**src/rtl/spi_master.sv**
```systemverilog
// spi_master -- SPI initiator, mode 0 (CPOL=0, CPHA=0), MSB first.
//
// Accepts a parallel word on a start strobe, drives sclk / csN / mosi and
// captures miso into a parallel word. Signals completion with a one-cycle
// done pulse. Every non-idle phase lasts CLKDIV clk cycles.
//
// Ports:
//   clk     in   system clock, rising-edge active
//   resetN  in   asynchronous active-low reset
//   start   in   transaction request, sampled only while idle
//   txData  in   word to send, latched when start is accepted
//   busy    out  high while a transaction is in flight
//   done    out  one-cycle pulse at end of transaction
//   rxData  out  last received word, updated with done
//   sclk    out  serial clock, idles low
//   csN     out  chip select, active low
//   mosi    out  serial data out
//   miso    in   serial data in
module spi_master #(
  parameter int WIDTH  = 8,
  parameter int CLKDIV = 2
) (
  input  logic             clk,
  input  logic             resetN,
  input  logic             start,
  input  logic [WIDTH-1:0] txData,
  output logic             busy,
  output logic             done,
  output logic [WIDTH-1:0] rxData,
  output logic             sclk,
  output logic             csN,
  output logic             mosi,
  input  logic             miso
);

  localparam int DIVW = (CLKDIV > 1) ? $clog2(CLKDIV) : 1;
  localparam int BITW = $clog2(WIDTH);

  typedef enum logic [2:0] {IDLE, SETUP, HIGH, LOW, HOLD} stateType;

  stateType         state, stateNext;
  logic [DIVW-1:0]  divCnt, divCntNext;
  logic [BITW-1:0]  bitCnt, bitCntNext;
  logic [WIDTH-1:0] txShift, txShiftNext;
  logic [WIDTH-1:0] rxShift, rxShiftNext;
  logic [WIDTH-1:0] rxDataNext;
  logic             busyNext, doneNext, sclkNext, csNNext, mosiNext;
  logic             phaseEnd;

  assign phaseEnd = (divCnt == DIVW'(CLKDIV - 1));

  always_ff @(posedge clk or negedge resetN) begin
    if (!resetN) begin
      state   <= IDLE;
      divCnt  <= '0;
      bitCnt  <= '0;
      txShift <= '0;
      rxShift <= '0;
      rxData  <= '0;
      busy    <= 1'b0;
      done    <= 1'b0;
      sclk    <= 1'b0;
      csN     <= 1'b1;
      mosi    <= 1'b0;
    end else begin
      state   <= stateNext;
      divCnt  <= divCntNext;
      bitCnt  <= bitCntNext;
      txShift <= txShiftNext;
      rxShift <= rxShiftNext;
      rxData  <= rxDataNext;
      busy    <= busyNext;
      done    <= doneNext;
      sclk    <= sclkNext;
      csN     <= csNNext;
      mosi    <= mosiNext;
    end
  end

  always_comb begin
    stateNext   = state;
    divCntNext  = divCnt;
    bitCntNext  = bitCnt;
    txShiftNext = txShift;
    rxShiftNext = rxShift;
    rxDataNext  = rxData;
    busyNext    = busy;
    doneNext    = 1'b0;   // done is a single-cycle pulse
    sclkNext    = sclk;
    csNNext     = csN;
    mosiNext    = mosi;

    // Phase timer runs in every non-idle state and wraps at phase end.
    if (state != IDLE) begin
      divCntNext = phaseEnd ? '0 : divCnt + DIVW'(1);
    end

    case (state)
      IDLE: begin
        divCntNext = '0;
        if (start) begin
          txShiftNext = txData;
          mosiNext    = txData[WIDTH-1];
          csNNext     = 1'b0;
          busyNext    = 1'b1;
          bitCntNext  = '0;
          stateNext   = SETUP;
        end
      end
      SETUP, LOW: begin
        if (phaseEnd) begin
          stateNext = HIGH;
          sclkNext  = 1'b1;
        end
      end
      HIGH: begin
        if (phaseEnd) begin
          // Sample miso on the last edge of the high phase, just as sclk falls.
          rxShiftNext = {rxShift[WIDTH-2:0], miso};
          sclkNext    = 1'b0;
          if (bitCnt == BITW'(WIDTH - 1)) begin
            stateNext = HOLD;
          end else begin
            // mosi only moves together with sclk falling.
            stateNext   = LOW;
            txShiftNext = {txShift[WIDTH-2:0], 1'b0};
            mosiNext    = txShift[WIDTH-2];
            bitCntNext  = bitCnt + BITW'(1);
          end
        end
      end
      HOLD: begin
        if (phaseEnd) begin
          stateNext  = IDLE;
          csNNext    = 1'b1;
          busyNext   = 1'b0;
          mosiNext   = 1'b0;
          doneNext   = 1'b1;
          rxDataNext = rxShift;
        end
      end
      default: stateNext = IDLE;
    endcase
  end

endmodule

```
**config.mk**
```make
export PLATFORM = sky130hd
export DESIGN_NAME = spi_master
export DESIGN_NICKNAME = d
export VERILOG_FILES = /design/src/rtl/spi_master.sv
export SDC_FILE = /design/constraint.sdc
export NUM_CORES = 1
export LEC_CHECK = 0
export BUFFER_PORTS_ARGS = -buffer_cell sky130_fd_sc_hd__buf_4
export CAP_MARGIN = 20
export CELL_PAD_IN_SITES_DETAIL_PLACEMENT = 0
export CELL_PAD_IN_SITES_GLOBAL_PLACEMENT = 1
export CORE_ASPECT_RATIO = 1.25
export CORE_MARGIN = 1
export CORE_UTILIZATION = 48
export DETAILED_ROUTE_END_ITERATION = 7
export PLACE_DENSITY_LB_ADDON = 0.1
export REMOVE_ABC_BUFFERS = 1
export SKIP_CTS_REPAIR_TIMING = 1
export SYNTH_ARGS = -nofsm -noshare
export SYNTH_HDL_FRONTEND = slang
export SYNTH_SLANG_ARGS = --single-unit
```
**constraint.sdc**
```tcl
create_clock -name clk -period 3.5 [get_ports clk]
set_input_delay 0.7 -clock clk [delete_from_list [all_inputs] [get_ports clk]]
set_output_delay 0.7 -clock clk [all_outputs]
set_load 0.05 [all_outputs]
```
Word level (Yosys, flattened, before mapping)
Cells that the tools add are included.

storage, ports and cells
  bits in registers = 35

operators by class
  reductions and logical operators = 15
  muxes and demuxes = 30
  add/sub/neg operators = 2
  eq/ne operators = 10

operators with widths
  kind                                                                    count
  3-bit two-way mux                                                       8
  7-bit two-way mux                                                       3
  7-bit one-hot mux with 2 select lines                                   1
  1-bit two-way mux                                                       12
  3-bit one-hot mux with 4 select lines                                   1
  2-bit != test (second input constant)                                   5
  4-bit AND reduction                                                     2
  2-bit nonzero test                                                      4
  3-bit by 2-bit equality test with 1-bit output (second input constant)  2
  3-bit equality test (second input constant)                             2
  1-bit one-hot mux with 2 select lines                                   3
  3-bit one-hot mux with 2 select lines                                   1
  3-bit AND reduction                                                     2
  3-bit nonzero test                                                      2
  5-bit AND reduction                                                     1
  2-bit AND reduction                                                     2
  3-bit by 1-bit adder with 3-bit output (second input constant)          1
  3-bit by 1-bit equality test with 1-bit output (second input constant)  1
  3-bit zero test                                                         1
  1-bit one-hot mux with 3 select lines                                   1
  2-bit OR reduction                                                      1
  1-bit adder (second input constant)                                     1

Longest topological paths before layout
Gate-level depths: netlist (run 1).

  depth in word-level cells = 4
  gate-level depth with buffers = 5
  mapped depth without buffers = 5

Least setup slack after synthesis (run 1)
No wires, ideal clock.

  kind = reg-to-reg
  from = register bitCnt[0]
  to = register txShift[0]
  path slack = 1.541 ns
  buffers on the path = 0
  period minus slack after synthesis = 1.959 ns
  data required time = 3.375 ns
  library setup time = 0.125 ns
  stages on the path, launching flop included = 6
  data arrival time = 1.834 ns
  cells stage by stage = dfrtp_1 ha_1 ha_1 nand3b_1 a211oi_4 mux2_2

on the way
  longest elaborated chain between the ends = 3

ends and longest elaborated chain
  what                                  line  RTL
  start, declared                       43    logic [BITW-1:0] bitCnt, bitCntNext;
  start signal, assigned                68    bitCnt <= bitCntNext;
  3-bit equality test                   121   if (bitCnt == BITW'(WIDTH - 1)) begin
  2-bit != test (no source line)        n/a
  4-bit AND reduction (no source line)  n/a
  end signal, assigned                  69    txShift <= txShiftNext;
  end, declared                         44    logic [WIDTH-1:0] txShift, txShiftNext;

No other way between the ends.
A chain may end at the register's enable or synchronous reset.

Final worst setup path (run 1)
  from = register bitCnt[0]
  to = register txShift[6]

Same word-level chain as after synthesis.

==> results of run 1 <==
[layer usage]
metal  up-vias  global-route usage [%]  routed length (um)
li1        465                       -                   -
met1       482                    19.6                1090
met2        23                    34.0                1410
met3         5                    7.36                 123
met4         0                    6.91                  44
met5         -                       0                   0
[critical path, stage by stage, from the launching register on]
cell,delay [ps]
sky130_fd_sc_hd__dfrtp_1,410
sky130_fd_sc_hd__ha_1,210
sky130_fd_sc_hd__ha_1,230
sky130_fd_sc_hd__nand3b_1,240
sky130_fd_sc_hd__a211oi_4,560
sky130_fd_sc_hd__mux2_2,400
[power by group through the flow]
stage	combinational (mW)	sequential, mW	clock (mW)
global placement	0.483	0.656	0
floorplan	0.344	0.685	0
detailed placement	0.503	0.666	0
CTS	0.506	0.658	0.212
global route	0.544	0.680	0.231
finish	0.494	0.656	0.202
[worst paths after layout]
check	from	end	slack (ps)	depth (start not counted)
setup / recovery	bitCnt[0]$_DFFE_PN0P_	txShift[6]$_DFFE_PN0P_	1340	5
setup reg to reg	bitCnt[0]$_DFFE_PN0P_	txShift[6]$_DFFE_PN0P_	1340	5
max in group asynchronous	resetN	csN$_DFFE_PN1P_	2860	1
hold / removal	resetN	txShift[2]$_DFFE_PN0P_	290	1
hold reg to reg	csN$_DFFE_PN1P_	csN$_DFFE_PN1P_	500	1
min in group clk	csN$_DFFE_PN1P_	csN$_DFFE_PN1P_	500	1
[area by class of cell]
class | instances | area (um2) | area share [%]
Clock buffer | 7 | 45.0 | 2.50
Sequential cell | 35 | 877 | 48.6
Timing Repair Buffer | 24 | 180 | 9.99
Tap cell | 36 | 45.0 | 2.50
Multi-Input combinational cell | 71 | 632 | 35.0
Inverter | 5 | 18.8 | 1.04
Clock inverter | 1 | 5.00 | 0.278
[cells by family after synthesis]
kind of cell	after synthesis	synth area share, %
flip-flops	35	56.0
multiplexers	33	23.5
AND/OR/NAND/NOR	22	8.31
AO/OA/AOI/OAI	14	6.95
buffers and inverters	10	3.60
adder cells (fa/ha/maj)	2	1.60
[flip-flops by register name, summed over array words and instances, names as in the netlist]
signal and count:
txShift 7, rxData 8, rxShift 8, sclk 1, divCnt 1, state 3, csN 1, busy 1
done 1, bitCnt 3, mosi 1
[per-stage QoR]
| stage | instances | cell area [um2] | power (mW) | worst slack (ps) |
|---|---|---|---|---|
| finish | 179 | 1800 | 1.35 | 1340 |
| global route | 179 | 1800 | 1.46 | 1210 |
| CTS | 179 | 1800 | 1.38 | 1330 |
| detailed placement | 171 | 1750 | 1.17 | 1350 |
| global placement | 171 | 1750 | 1.14 | 1400 |
| floorplan | 111 | 1530 | 1.03 | 1540 |
[cells in the final DEF (no fill, tap or decap), types with 3 or more instances in the layout]
cell type and count:
sky130_fd_sc_hd__a21oi_1 5, sky130_fd_sc_hd__buf_4 24, sky130_fd_sc_hd__inv_1 5, sky130_fd_sc_hd__dfrtp_1 34, sky130_fd_sc_hd__clkbuf_4 5, sky130_fd_sc_hd__mux2_2 30
sky130_fd_sc_hd__mux2i_1 3, sky130_fd_sc_hd__nand2_1 8
==> impl_metrics.sql, run 1 <==
INSERT INTO impl_metrics (metric_group, metric, value, unit) VALUES
('run_status', 'run_status', 'completed', ''),
('floorplan', 'dieArea', '3490', 'um2'),
('drt', 'drt-pass1-iter-count', '4', ''),
('global_routing', 'antenna_found_initial', '0', ''),
('global_routing', 'grt_first_pass_wirelength', '4.61', 'mm'),
('critical_path', 'timing.critical_path.arrival', '2400', 'ps'),
('cts', 'clkSlewWorstSetupHoldPaths', '100', 'ps'),
('yosys', 'synth-warning-count', '0', ''),
('critical_path', 'setup.worst_path.class', 'reg -> reg', ''),
('power', 'p_int', '0.886', 'mW'),
('yosys', 'synth.distinct_cells', '30', ''),
('placement', 'port-buffer-count', '24', ''),
('critical_path', 'critical_path_peak_fanout', '10', ''),
('power', 'seqPwrFrac', '48.5', '%'),
('critical_path', 'end_kind', 'flop', ''),
('drt', 'drt_first_iter_violations', '21', ''),
('yosys', 'synthesis.area_per_instance', '13.5', 'um2'),
('placement', 'place_hpwl', '1.86', 'mm'),
('yosys', 'ys_top_cells_by_area', 'sky130_fd_sc_hd__dfrtp_1 (54%), sky130_fd_sc_hd__mux2_2 (22%), sky130_fd_sc_hd__mux2i_1 (1.9%)', ''),
('drt', 'wl_per_cell', '14.9', 'um'),
('global_routing', 'grt_pass1_vias', '1057', ''),
('drt', 'via_per_inst', '5.45', ''),
('layout', 'total_inserted_antenna_cells', '0', ''),
('yosys', 'netlist.area_leader.share', '54.4', '%'),
('yosys', 'yosys_most_used_dff', 'sky130_fd_sc_hd__dfrtp_1', ''),
('yosys', 'async_reset_ff_share', '100', '%'),
('sta', 'hold_viol_final', '0', ''),
('sta', 'layout_min_cycle_time', '2160', 'ps'),
('global_routing', 'maximum_number_of_pins_on_one_net_before_global_route_repair', '36', ''),
('min_path', 'hold_path.class', 'in -> async', ''),
('floorplan', 'die_height', '65.8', 'um'),
('sta', 'finalClockSkew', '6.88', 'ps'),
('global_routing', 'grt_usage', '19.1', '%'),
('floorplan', 'num_rows', '22', ''),
('sta', 'timing.final.crit_share', '61.8', '%'),
('yosys', 'number_of_flops_mapped_to_enable_cells_by_yosys', '0', ''),
('layout', 'core_utilization_of_the_finished_layout', '59.5', '%'),
('yosys', 'synthTopCellsByCount', 'sky130_fd_sc_hd__dfrtp_1 (34), sky130_fd_sc_hd__mux2_2 (30), sky130_fd_sc_hd__nand2_1 (8)', ''),
('cts', 'max_root_sink_buffers', '2', ''),
('cts', 'cts_tree', 'built', ''),
('critical_path', 'worstSetupStartpointType', 'flop', ''),
('power', 'clockPowerShare', '14.9', '%'),
('drt', 'num_vias', '975', ''),
('yosys', 'post_synthesis_sequential_element_count', '35', ''),
('power', 'ir_drop', '521', 'uV'),
('layout', 'final.fill_count', '254', ''),
('sta', 'setup_tns', '0', 'ps'),
('run', 'cap_viol_max_count', '0', ''),
('yosys', 'seq_area_frac_synth', '56.0', '%'),
('cts', 'clock_tree.htree_level_count', '2', ''),
('layout', 'final_net_count', '156', ''),
('drt', 'drc', '0', ''),
('global_routing', 'grt_overflow_total', '0', ''),
('sta', 'relSlewSlack', '55.6', '%'),
('yosys', 'synth_cells', '116', ''),
('yosys', 'synthMostInstantiatedCell', 'sky130_fd_sc_hd__dfrtp_1', ''),
('power', 'leakagePower', '0.831', 'nW'),
('cts', 'cts_sinks', '35', ''),
('power', 'p_sw_share', '34.4', '%'),
('power', 'cellPowerDensity', '750', 'nW/um2'),
('yosys', 'synth_area_leader_cell', 'sky130_fd_sc_hd__dfrtp_1', ''),
('critical_path', 'required_worst_endpoint', '3730', 'ps'),
('yosys', 'area_of_the_mapped_netlist', '1570', 'um2'),
('cts', 'numCtsBuffers', '5', ''),
('sta', 'fin_worst_hold_slack', '289', 'ps'),
('drt', 'final_antenna_net_count', '0', ''),
('sta', 'setup_violation_total_in_the_final_timing_report', '0', ''),
('floorplan', 'top_level_pins', '25', ''),
('power', 'combPwrFrac', '36.5', '%'),
('layout', 'flow.area_growth_from_synthesis', '15.2', '%'),
('floorplan', 'coreArea', '3030', 'um2'),
('sta', 'grt_setup_unrepaired', 'no', ''),
('sta', 'finalMaxSlewViolations', '0', ''),
('cts', 'clock_latency', '340', 'ps'),
('power', 'total_switching_power', '0.466', 'mW'),
('drt', 'detail_route.wirelength', '2.67', 'mm'),
('layout', 'drive_gt1_share', '46.9', '%'),
('sta', 'timing_worst_slew_pin_value', '663', 'ps'),
('sta', 'achievable-frequency', '462', 'MHz'),
('cts', 'root_buffer', 'sky130_fd_sc_hd__clkbuf_4', ''),
('floorplan', 'initial_core_util', '51.7', '%'),
('placement', 'place.gp.congestion', '0.796', ''),
('floorplan', 'floorplan.die.width', '53.1', 'um');
Note: power is estimated with default switching activity, not from simulation.
==> run 2: changes to the inputs <==
- CORE_UTILIZATION: 48 -> 40
- clock period: 3.5 -> 1.8 ns (I/O delays scaled with it)
==> run 2 against run 1 <==
- sequential share of layout area is 4.9 points lower
- core utilization fell by 6.1 points
- global-route usage is 3.6 points lower
- clock power grew to 3.5 times the previous value
- the run now ends with design-rule violations, negative setup slack left
- highest routed layer unchanged
==> impl_metrics.sql, run 2 (same netlist as run 1, synthesis figures left out) <==
INSERT INTO impl_metrics (metric_group, metric, value, unit) VALUES
('run_status', 'run_status', 'finished with violations', ''),
('run_status', 'failing_checks', 'design-rule violations, negative setup slack', ''),
('floorplan', 'die_height', '71.9', 'um'),
('critical_path', 'critPathMaxStageDelay', '400', 'ps'),
('layout', 'seqCellArea', '877', 'um2'),
('critical_path', 'worst-r2r-setup-slack', '-10', 'ps'),
('layout', 'final_net_count', '168', ''),
('sta', 'finalWorstSetupSlack', '-11.0', 'ps'),
('run', 'cap_viol_max_count', '0', ''),
('placement', 'place_hpwl', '1.93', 'mm'),
('sta', 'setup_violation_total_in_the_final_timing_report', '7', ''),
('cts', 'clock_latency', '290', 'ps'),
('critical_path', 'timing.critical_path.cells', 'ha_2 -> ha_4 -> nand3b_1 -> a211oi_4 -> buf_6 -> mux2_4', ''),
('min_path', 'hold_path.class', 'in -> async', ''),
('placement', 'place.gp.congestion', '0.689', ''),
('placement', 'dpl_cell_area', '1830', 'um2'),
('cts', 'clock_tree.htree_level_count', '2', ''),
('critical_path', 'timing.critical_path.arrival', '1980', 'ps'),
('sta', 'setup_tns', '-30.8', 'ps'),
('layout', 'multi_input_gate_area', '673', 'um2'),
('floorplan', 'num_rows', '25', ''),
('layout', 'biggestRegsByFlops', 'rxData (8), rxShift (8), txShift (7)', ''),
('power', 'ir_drop', '552', 'uV'),
('sta', 'relSlewSlack', '70.9', '%'),
('critical_path', 'setup.worst_path.class', 'reg -> reg', ''),
('cts', 'numCtsBuffers', '5', ''),
('cts', 'clkSlewWorstSetupHoldPaths', '70', 'ps'),
('sta', 'hold_viol_final', '0', ''),
('global_routing', 'antenna_found_initial', '0', ''),
('critical_path', 'cp_slowest_cell', 'sky130_fd_sc_hd__dfrtp_1', ''),
('global_routing', 'grt_first_pass_wirelength', '4.80', 'mm'),
('cts', 'root_buffer', 'sky130_fd_sc_hd__clkbuf_8', ''),
('drt', 'drt-pass1-iter-count', '6', ''),
('sta', 'grt_setup_unrepaired', 'yes', ''),
('drt', 'wl_per_cell', '14.1', 'um'),
('layout', 'drive_gt1_share', '53.5', '%'),
('layout', 'leading_cell_type_in_the_layout_fill_and_taps_excluded', 'sky130_fd_sc_hd__buf_4', ''),
('sta', 'achievable-frequency', '552', 'MHz'),
('cts', 'cts_tree', 'built', ''),
('drt', 'drc', '1', ''),
('layout', 'flow.area_growth_from_synthesis', '28.1', '%'),
('placement', 'port-buffer-count', '24', ''),
('placement', 'dpl.cell_count', '185', ''),
('sta', 'finalClockSkew', '5.01', 'ps'),
('power', 'cellPowerDensity', '1590', 'nW/um2'),
('layout', 'final_cell_mix', 'sky130_fd_sc_hd__buf_4 (35), sky130_fd_sc_hd__dfrtp_1 (34), sky130_fd_sc_hd__mux2_2 (23)', ''),
('cts', 'cts_sinks', '35', ''),
('floorplan', 'dieArea', '4170', 'um2'),
('global_routing', 'maximum_number_of_pins_on_one_net_before_global_route_repair', '36', ''),
('global_routing', 'grt_overflow_total', '0', ''),
('drt', 'num_vias', '1019', ''),
('critical_path', 'end_kind', 'flop', ''),
('sta', 'layout_min_cycle_time', '1810', 'ps'),
('layout', 'design_area', '2010', 'um2'),
('drt', 'drt_first_iter_violations', '57', ''),
('layout', 'total_inserted_antenna_cells', '0', ''),
('sta', 'finalMaxSlewViolations', '0', ''),
('critical_path', 'required_worst_endpoint', '1970', 'ps'),
('drt', 'detail_route.wirelength', '2.76', 'mm'),
('power', 'leakagePower', '0.942', 'nW'),
('sta', 'timing.final.crit_share', '101', '%'),
('layout', 'final.fill_count', '341', ''),
('floorplan', 'coreArea', '3750', 'um2'),
('drt', 'via_per_inst', '5.23', ''),
('floorplan', 'floorplan.die.width', '58.0', 'um'),
('critical_path', 'worstSetupStartpointType', 'flop', ''),
('power', 'fin_total_pwr', '3.19', 'mW'),
('layout', 'final_cell_count_no_fill', '195', ''),
('global_routing', 'grt_pass1_vias', '1039', ''),
('critical_path', 'critical_path_peak_fanout', '8', ''),
('floorplan', 'top_level_pins', '25', ''),
('floorplan', 'initial_core_util', '41.7', '%'),
('cts', 'max_root_sink_buffers', '2', ''),
('sta', 'timing_worst_slew_pin_value', '437', 'ps'),
('drt', 'final_antenna_net_count', '0', ''),
('global_routing', 'grt_usage', '15.4', '%');
run 2: cell types whose count changed in the layout (fill, tap and decap cells not counted), moves of 5 or more:
cell and change:
sky130_fd_sc_hd__clkbuf_8 +5, sky130_fd_sc_hd__buf_4 +11, sky130_fd_sc_hd__mux2_2 -7, sky130_fd_sc_hd__clkbuf_4 -5, sky130_fd_sc_hd__mux2_4 +7
run 2: cell type report:
type / count / share of cell area (%)
Sequential cell: 35 / 43.7
Clock buffer: 5 / 3.43
Timing Repair Buffer: 36 / 13.7
Clock inverter: 3 / 2.18
Multi-Input combinational cell: 71 / 33.6
Tap cell: 40 / 2.50
Inverter: 5 / 0.936
run 2: metrics by stage:
stage	setup slack, ps	hold WS [ps]	utilization, %
global placement	-64.5	336	48.8
floorplan	-163	64.4	-
detailed placement	-114	342	48.8
CTS	-125	28.1	51.8
finish	-11.0	9.74	53.4
global route	-71.7	44.5	53.4
run 2: worst paths after layout:
path	start	end	cells after the start
max	bitCnt[1]$_DFFE_PN0P_	txShift[4]$_DFFE_PN0P_	6
min	resetN	mosi$_DFFE_PN0P_	1
max reg2reg	bitCnt[1]$_DFFE_PN0P_	txShift[4]$_DFFE_PN0P_	6
min reg2reg	sclk$_DFFE_PN0P_	sclk$_DFFE_PN0P_	1
max in group asynchronous	resetN	csN$_DFFE_PN1P_	1
min in group clk	miso	rxShift[0]$_DFFE_PN0P_	2
run 2: power by group:
| part | total, mW | switching (mW) | internal (mW) |
|---|---|---|---|
| sequential | 1.24 | 0.185 | 1.06 |
| clock | 0.698 | 0.286 | 0.412 |
| combinational | 1.25 | 0.527 | 0.722 |
run 2: worst max-delay path, delay by kind of cell (launching register included):
kind            cells  cell delay (ps)
flops               1              400
fa+ha+maj           2              350
mux                 1              310
compound gates      1              240
simple gates        1              210
buf+inv             1              180
run 2: routing by layer:
metal  track usage, %  vias to the layer above  share of wire, %
li1                 -                      484                 -
met1             18.7                      513                43
met2             25.8                       16                52
met3             4.81                        6               3.6
met4             5.56                        0               1.5
met5                0                        -                 0
